==> src/rtl/axi4lite_pkg.sv <==
// Shared types and constants for the two-client AXI4-Lite master arbiter.
package axi4lite_pkg;

  localparam int AXI_DATA_W = 32;
  localparam int AXI_ADDR_W = 4;

  localparam logic [1:0] RESP_OKAY   = 2'b00;
  localparam logic [1:0] RESP_SLVERR = 2'b10;
  localparam logic [1:0] RESP_DECERR = 2'b11;

  typedef enum logic [2:0] {
    ST_IDLE,
    ST_WR_REQ,
    ST_WR_RESP,
    ST_RD_REQ,
    ST_RD_RESP,
    ST_DONE
  } state_e;

endpackage

==> src/rtl/rr_arbiter_2.sv <==
// Two-way round-robin arbiter: a lone requester always wins, on a tie the
// client that was not granted last time wins. The history bit lives in the top.
module rr_arbiter_2 (
  input  logic [1:0] req,
  input  logic       enable,
  input  logic       last_grant,
  output logic [1:0] grant
);

  // One-hot grant, or zero when disabled or nobody is asking
  always_comb begin
    grant = 2'b00;
    if (enable) begin
      if (req[0] && (!req[1] || last_grant)) begin
        grant[0] = 1'b1;
      end else if (req[1]) begin
        grant[1] = 1'b1;
      end
    end
  end

endmodule

==> src/rtl/axi_4lite_master_arbiter.sv <==
// Shares one AXI4-Lite master port between two request/done clients, running
// a single transaction at a time and handing results back to the winner.
module axi_4lite_master_arbiter
  import axi4lite_pkg::*;
#(
  parameter int AXI_Dwidth    = AXI_DATA_W,
  parameter int AXI_Addrwidth = AXI_ADDR_W
) (
  input  logic                      AXI_aclk,
  input  logic                      AXI_aresetn,

  input  logic                      C0_req,
  input  logic                      C0_we,
  input  logic [AXI_Addrwidth-1:0]  C0_addr,
  input  logic [AXI_Dwidth-1:0]     C0_wdata,
  input  logic [AXI_Dwidth/8-1:0]   C0_wstrb,
  output logic                      C0_done,
  output logic [AXI_Dwidth-1:0]     C0_rdata,
  output logic [1:0]                C0_resp,

  input  logic                      C1_req,
  input  logic                      C1_we,
  input  logic [AXI_Addrwidth-1:0]  C1_addr,
  input  logic [AXI_Dwidth-1:0]     C1_wdata,
  input  logic [AXI_Dwidth/8-1:0]   C1_wstrb,
  output logic                      C1_done,
  output logic [AXI_Dwidth-1:0]     C1_rdata,
  output logic [1:0]                C1_resp,

  output logic                      busy,

  output logic [AXI_Addrwidth-1:0]  M_AXI_awaddr,
  output logic                      M_AXI_awvalid,
  input  logic                      M_AXI_awready,
  output logic [AXI_Dwidth-1:0]     M_AXI_wdata,
  output logic [AXI_Dwidth/8-1:0]   M_AXI_wstrb,
  output logic                      M_AXI_wvalid,
  input  logic                      M_AXI_wready,
  input  logic [1:0]                M_AXI_bresp,
  input  logic                      M_AXI_bvalid,
  output logic                      M_AXI_bready,
  output logic [AXI_Addrwidth-1:0]  M_AXI_areadaddr,
  output logic [2:0]                M_AXI_arprotect,
  output logic                      M_AXI_arvalid,
  input  logic                      M_AXI_arready,
  input  logic [AXI_Dwidth-1:0]     M_AXI_rdata,
  input  logic [1:0]                M_AXI_rresp,
  input  logic                      M_AXI_rvalid,
  output logic                      M_AXI_rready
);

  state_e                    state_q;
  logic                      lastGrant_q;
  logic                      owner_q;
  logic [AXI_Addrwidth-1:0]  addr_q;
  logic [AXI_Dwidth-1:0]     wdata_q;
  logic [AXI_Dwidth/8-1:0]   wstrb_q;
  logic                      awvalid_q;
  logic                      wvalid_q;
  logic                      bready_q;
  logic                      arvalid_q;
  logic                      rready_q;
  logic [1:0]                done_q;
  logic [AXI_Dwidth-1:0]     c0Rdata_q;
  logic [AXI_Dwidth-1:0]     c1Rdata_q;
  logic [1:0]                c0Resp_q;
  logic [1:0]                c1Resp_q;

  logic [1:0]                grant;
  logic                      selWe;
  logic [AXI_Addrwidth-1:0]  selAddr;
  logic [AXI_Dwidth-1:0]     selWdata;
  logic [AXI_Dwidth/8-1:0]   selWstrb;
  logic                      awDone;
  logic                      wDone;

  rr_arbiter_2 u_arb (
    .req        ({C1_req, C0_req}),
    .enable     (state_q == ST_IDLE),
    .last_grant (lastGrant_q),
    .grant      (grant)
  );

  assign selWe    = grant[1] ? C1_we    : C0_we;
  assign selAddr  = grant[1] ? C1_addr  : C0_addr;
  assign selWdata = grant[1] ? C1_wdata : C0_wdata;
  assign selWstrb = grant[1] ? C1_wstrb : C0_wstrb;

  // A write channel counts as finished once its valid is already down or is being accepted now
  assign awDone = !awvalid_q || M_AXI_awready;
  assign wDone  = !wvalid_q  || M_AXI_wready;

  // Transaction sequencer: grant, AXI handshakes, result capture and done pulse
  always_ff @(posedge AXI_aclk or negedge AXI_aresetn) begin
    if (!AXI_aresetn) begin
      state_q     <= ST_IDLE;
      lastGrant_q <= 1'b1;
      owner_q     <= 1'b0;
      addr_q      <= '0;
      wdata_q     <= '0;
      wstrb_q     <= '0;
      awvalid_q   <= 1'b0;
      wvalid_q    <= 1'b0;
      bready_q    <= 1'b0;
      arvalid_q   <= 1'b0;
      rready_q    <= 1'b0;
      done_q      <= 2'b00;
      c0Rdata_q   <= '0;
      c1Rdata_q   <= '0;
      c0Resp_q    <= RESP_OKAY;
      c1Resp_q    <= RESP_OKAY;
    end else begin
      case (state_q)
        ST_IDLE: begin
          if (|grant) begin
            owner_q     <= grant[1];
            lastGrant_q <= grant[1];
            addr_q      <= selAddr;
            wdata_q     <= selWdata;
            wstrb_q     <= selWstrb;
            if (selWe) begin
              awvalid_q <= 1'b1;
              wvalid_q  <= 1'b1;
              state_q   <= ST_WR_REQ;
            end else begin
              arvalid_q <= 1'b1;
              state_q   <= ST_RD_REQ;
            end
          end
        end
        ST_WR_REQ: begin
          if (M_AXI_awready) awvalid_q <= 1'b0;
          if (M_AXI_wready)  wvalid_q  <= 1'b0;
          if (awDone && wDone) begin
            bready_q <= 1'b1;
            state_q  <= ST_WR_RESP;
          end
        end
        ST_WR_RESP: begin
          if (M_AXI_bvalid) begin
            bready_q        <= 1'b0;
            done_q[owner_q] <= 1'b1;
            if (owner_q) c1Resp_q <= M_AXI_bresp;
            else         c0Resp_q <= M_AXI_bresp;
            state_q         <= ST_DONE;
          end
        end
        ST_RD_REQ: begin
          if (M_AXI_arready) begin
            arvalid_q <= 1'b0;
            rready_q  <= 1'b1;
            state_q   <= ST_RD_RESP;
          end
        end
        ST_RD_RESP: begin
          if (M_AXI_rvalid) begin
            rready_q        <= 1'b0;
            done_q[owner_q] <= 1'b1;
            if (owner_q) begin
              c1Rdata_q <= M_AXI_rdata;
              c1Resp_q  <= M_AXI_rresp;
            end else begin
              c0Rdata_q <= M_AXI_rdata;
              c0Resp_q  <= M_AXI_rresp;
            end
            state_q         <= ST_DONE;
          end
        end
        ST_DONE: begin
          done_q  <= 2'b00;
          state_q <= ST_IDLE;
        end
        default: begin
          state_q <= ST_IDLE;
        end
      endcase
    end
  end

  assign busy            = (state_q != ST_IDLE);
  assign C0_done         = done_q[0];
  assign C1_done         = done_q[1];
  assign C0_rdata        = c0Rdata_q;
  assign C1_rdata        = c1Rdata_q;
  assign C0_resp         = c0Resp_q;
  assign C1_resp         = c1Resp_q;
  assign M_AXI_awaddr    = addr_q;
  assign M_AXI_areadaddr = addr_q;
  assign M_AXI_wdata     = wdata_q;
  assign M_AXI_wstrb     = wstrb_q;
  assign M_AXI_awvalid   = awvalid_q;
  assign M_AXI_wvalid    = wvalid_q;
  assign M_AXI_bready    = bready_q;
  assign M_AXI_arvalid   = arvalid_q;
  assign M_AXI_rready    = rready_q;
  assign M_AXI_arprotect = 3'b000;

endmodule

==> config.mk <==
export PLATFORM = sky130hd
export DESIGN_NAME = axi_4lite_master_arbiter
export DESIGN_NICKNAME = d
export VERILOG_FILES = /design/src/rtl/axi4lite_pkg.sv /design/src/rtl/rr_arbiter_2.sv /design/src/rtl/axi_4lite_master_arbiter.sv
export SDC_FILE = /design/constraint.sdc
export NUM_CORES = 1
export LEC_CHECK = 0
export ABC_AREA = 0
export CORE_ASPECT_RATIO = 0.8
export CORE_MARGIN = 4
export CORE_UTILIZATION = 35
export CTS_CLUSTER_DIAMETER = 50
export CTS_CLUSTER_SIZE = 24
export DETAILED_ROUTE_END_ITERATION = 12
export PLACE_DENSITY_LB_ADDON = 0.25
export SYNTH_ARGS = -nofsm -noshare
export SYNTH_HDL_FRONTEND = slang
export SYNTH_SLANG_ARGS = --single-unit
==> constraint.sdc <==
create_clock -name AXI_aclk -period 3 [get_ports AXI_aclk]
set_clock_uncertainty 0.1 [all_clocks]
set_input_delay 0.3 -clock AXI_aclk [delete_from_list [all_inputs] [get_ports AXI_aclk]]
set_output_delay 0.3 -clock AXI_aclk [all_outputs]
set_load 0.1 [all_outputs]
==> impl_metrics.json <==
{
  "start_util_pct": 35.9,
  "path_max_fanout": 33,
  "ctsResizeCount": 0,
  "grt_max_degree": 68,
  "core.rowCount": 38,
  "h-tree-depth": 4,
  "postCtsSetupBuffers": 0,
  "synth_seq_area_share_pct": 61.3,
  "yosys_warnings": 0,
  "placed_cell_area_um2": 7200,
  "synth_top_area_cell": "dfrtp_1",
  "dp.cells": 799,
  "syn-cell-area_um2": 4900,
  "synthTopCellsByArea": "dfrtp_1 61%, mux2_2 16%, o22ai_1 5.4%",
  "drt_iter0_drc": 185,
  "final_common_cell": "buf_4",
  "core_region_area_um2": 13600,
  "worstSetupPathType": "register to register",
  "layout.nets": 766,
  "track_usage_pct": 17.2,
  "wl_per_cell_um": 16.8,
  "cp_data_required_time_ns": 3.22,
  "pin_count": 250,
  "setup_viol": 0,
  "grt_pass1_wl_um": 21800,
  "finalHoldViolCount": 0,
  "numPortBuffers": 246,
  "layout_common_cells": "126 x buf_4, 125 x clkdlybuf4s50_1, 119 x dfrtp_1",
  "dp_hpwl_um": 10400,
  "outcome": "complete, no violations",
  "final_layout_size_suffix_gt1_share_pct": 36.1,
  "synth_top_area_share_pct": 60.7,
  "vias_per_cell": 4.82,
  "path_clk_slew_ns": 0.05,
  "maxSlewViolCount": 0,
  "ys_types": 36,
  "cts_sinks": 120,
  "route.detailed.drc": 0,
  "slew_headroom_pct": 49.4,
  "drv_cap": 0,
  "min_path_type": "input port to register",
  "final_area_um2": 7850,
  "cts_tree": "yes",
  "setup_tns_ns": 0,
  "max_freq_ghz": 0.465,
  "areaGrowthSynthToFinish_pct": 60.1,
  "antenna_cells": 0,
  "finalNonFillerCells": 831,
  "grt-ovfl-total": 0,
  "tightest_slew_ns": 0.759,
  "critPathLaunchType": "register",
  "clk_latency_ns": 0.41,
  "numCtsBuffers": 17,
  "fin_crit_sh_pct": 71.7,
  "synth_seq_cells": 120,
  "dieHeight_um": 114,
  "dr.pass1.iters": 4,
  "clock_path_buffers": 2,
  "dieArea_um2": 16000,
  "cts-root-buf": "clkbuf_16",
  "antenna_left": 0,
  "end_kind": "register",
  "period_minus_slack_ns": 2.15,
  "rsz0062_at_grt": "false",
  "antenna_found_initial": 0,
  "synth_cells": 398,
  "worst_ep_arrival_time_ns": 2.37,
  "vias": 4003,
  "rrSetupSlack_ns": 0.85,
  "die_x_um": 140,
  "drt_wl_total_um": 14000,
  "globalplace.congestion": 0.796,
  "synth.avg_cell_area_um2": 12.3,
  "grt_pass1_vias": 4280
}
==> sequential cells by signal, summed over array words and instances, names as in the netlist <==
name             count
M_AXI_awvalid        1
M_AXI_wvalid         1
M_AXI_arvalid        1
M_AXI_wdata         32
C0_rdata            32
C0_resp              2
state_q              3
lastGrant_q          1
done_q               2
C1_resp              2
M_AXI_rready         1
owner_q              1
M_AXI_wstrb          4
M_AXI_bready         1
M_AXI_areadaddr      4
C1_rdata            32
==> Yosys cell counts, drive strengths merged <==
library cell and number:
nor2 7, clkbuf 8, buf 26, a21boi 1, o311ai 1, o21ai 45, o21a 1, a21bo 1
nand3b 1, inv 5, nor3 1, dfstp 1, nor2b 1, o22ai 42, o31ai 2, nand3 1
dfrtp 119, a21oi 3, mux2i 3, conb 1, nand2b 3, a2bb2oi 2, nand4 1, nand2 45
and2b 1, o21ba 1, a21o 2, mux2 70, nand4bb 1, or2 1, or3 1
==> logic make-up after synthesis <==
family	count (synthesis)	share of synthesized area [%]
compound gates	101	12.1
buf+inv	39	4.11
flops	120	61.3
mux	73	16.7
other cells	1	0.0765
simple gates	64	5.77
==> layout make-up <==
type / count / area, µm²
multi-input cells: 241 / 1720
flip-flops and latches: 120 / 3000
repair buffers: 254 / 2250
well taps: 180 / 225
clock inverters: 6 / 110
fillers: 1139 / 5800
clock buffers: 25 / 526
inverters: 5 / 18.8
==> worst max-delay path: stages (launching register included) <==
cell     delay [ns]
dfrtp_1        0.51
or3_4          0.45
nor2_4         0.24
buf_4          0.41
o22ai_1        0.15
o21ai_0        0.19
==> path summary, 6_finish.rpt <==
kind / start / depth (start not counted) / endpoint
setup / recovery: state_q[0] / 5 / M_AXI_wdata[8]
max in group asynchronous: AXI_aresetn / 3 / C0_rdata[22]
min in group asynchronous: AXI_aresetn / 2 / C1_rdata[12]
hold reg to reg: M_AXI_wdata[31] / 2 / M_AXI_wdata[31]
hold / removal: M_AXI_awready / 2 / M_AXI_awvalid
setup reg to reg: state_q[0] / 5 / M_AXI_wdata[8]
==> metrics by stage <==
stage	util [%]	hold WS [ns]	setup WS, ns
CTS	57.5	0.361	0.847
global route	57.5	0.391	0.678
floorplan	-	-0.0956	1.12
detailed placement	52.8	0.320	0.638
global placement	52.8	0.304	0.768
finish	57.5	0.377	0.848
==> repair_timing <==
| action | CTS | global route |
|---|---|---|
| hold endpoints to repair | 56 | 0 |
| setup endpoints to repair | 0 | 0 |
| hold buffers | 1 | 0 |
==> routing by layer <==
metal,share of wire (%),global-route usage [%],vias up
met4,1.9,6.46,0
li1,-,-,1902
met3,6.6,5.57,20
met2,51,29.3,136
met1,41,20.6,1945
met5,0,0,-
Power is not shown: default switching activity piles up to over one toggle a cycle in this logic, so the estimate is an artifact.
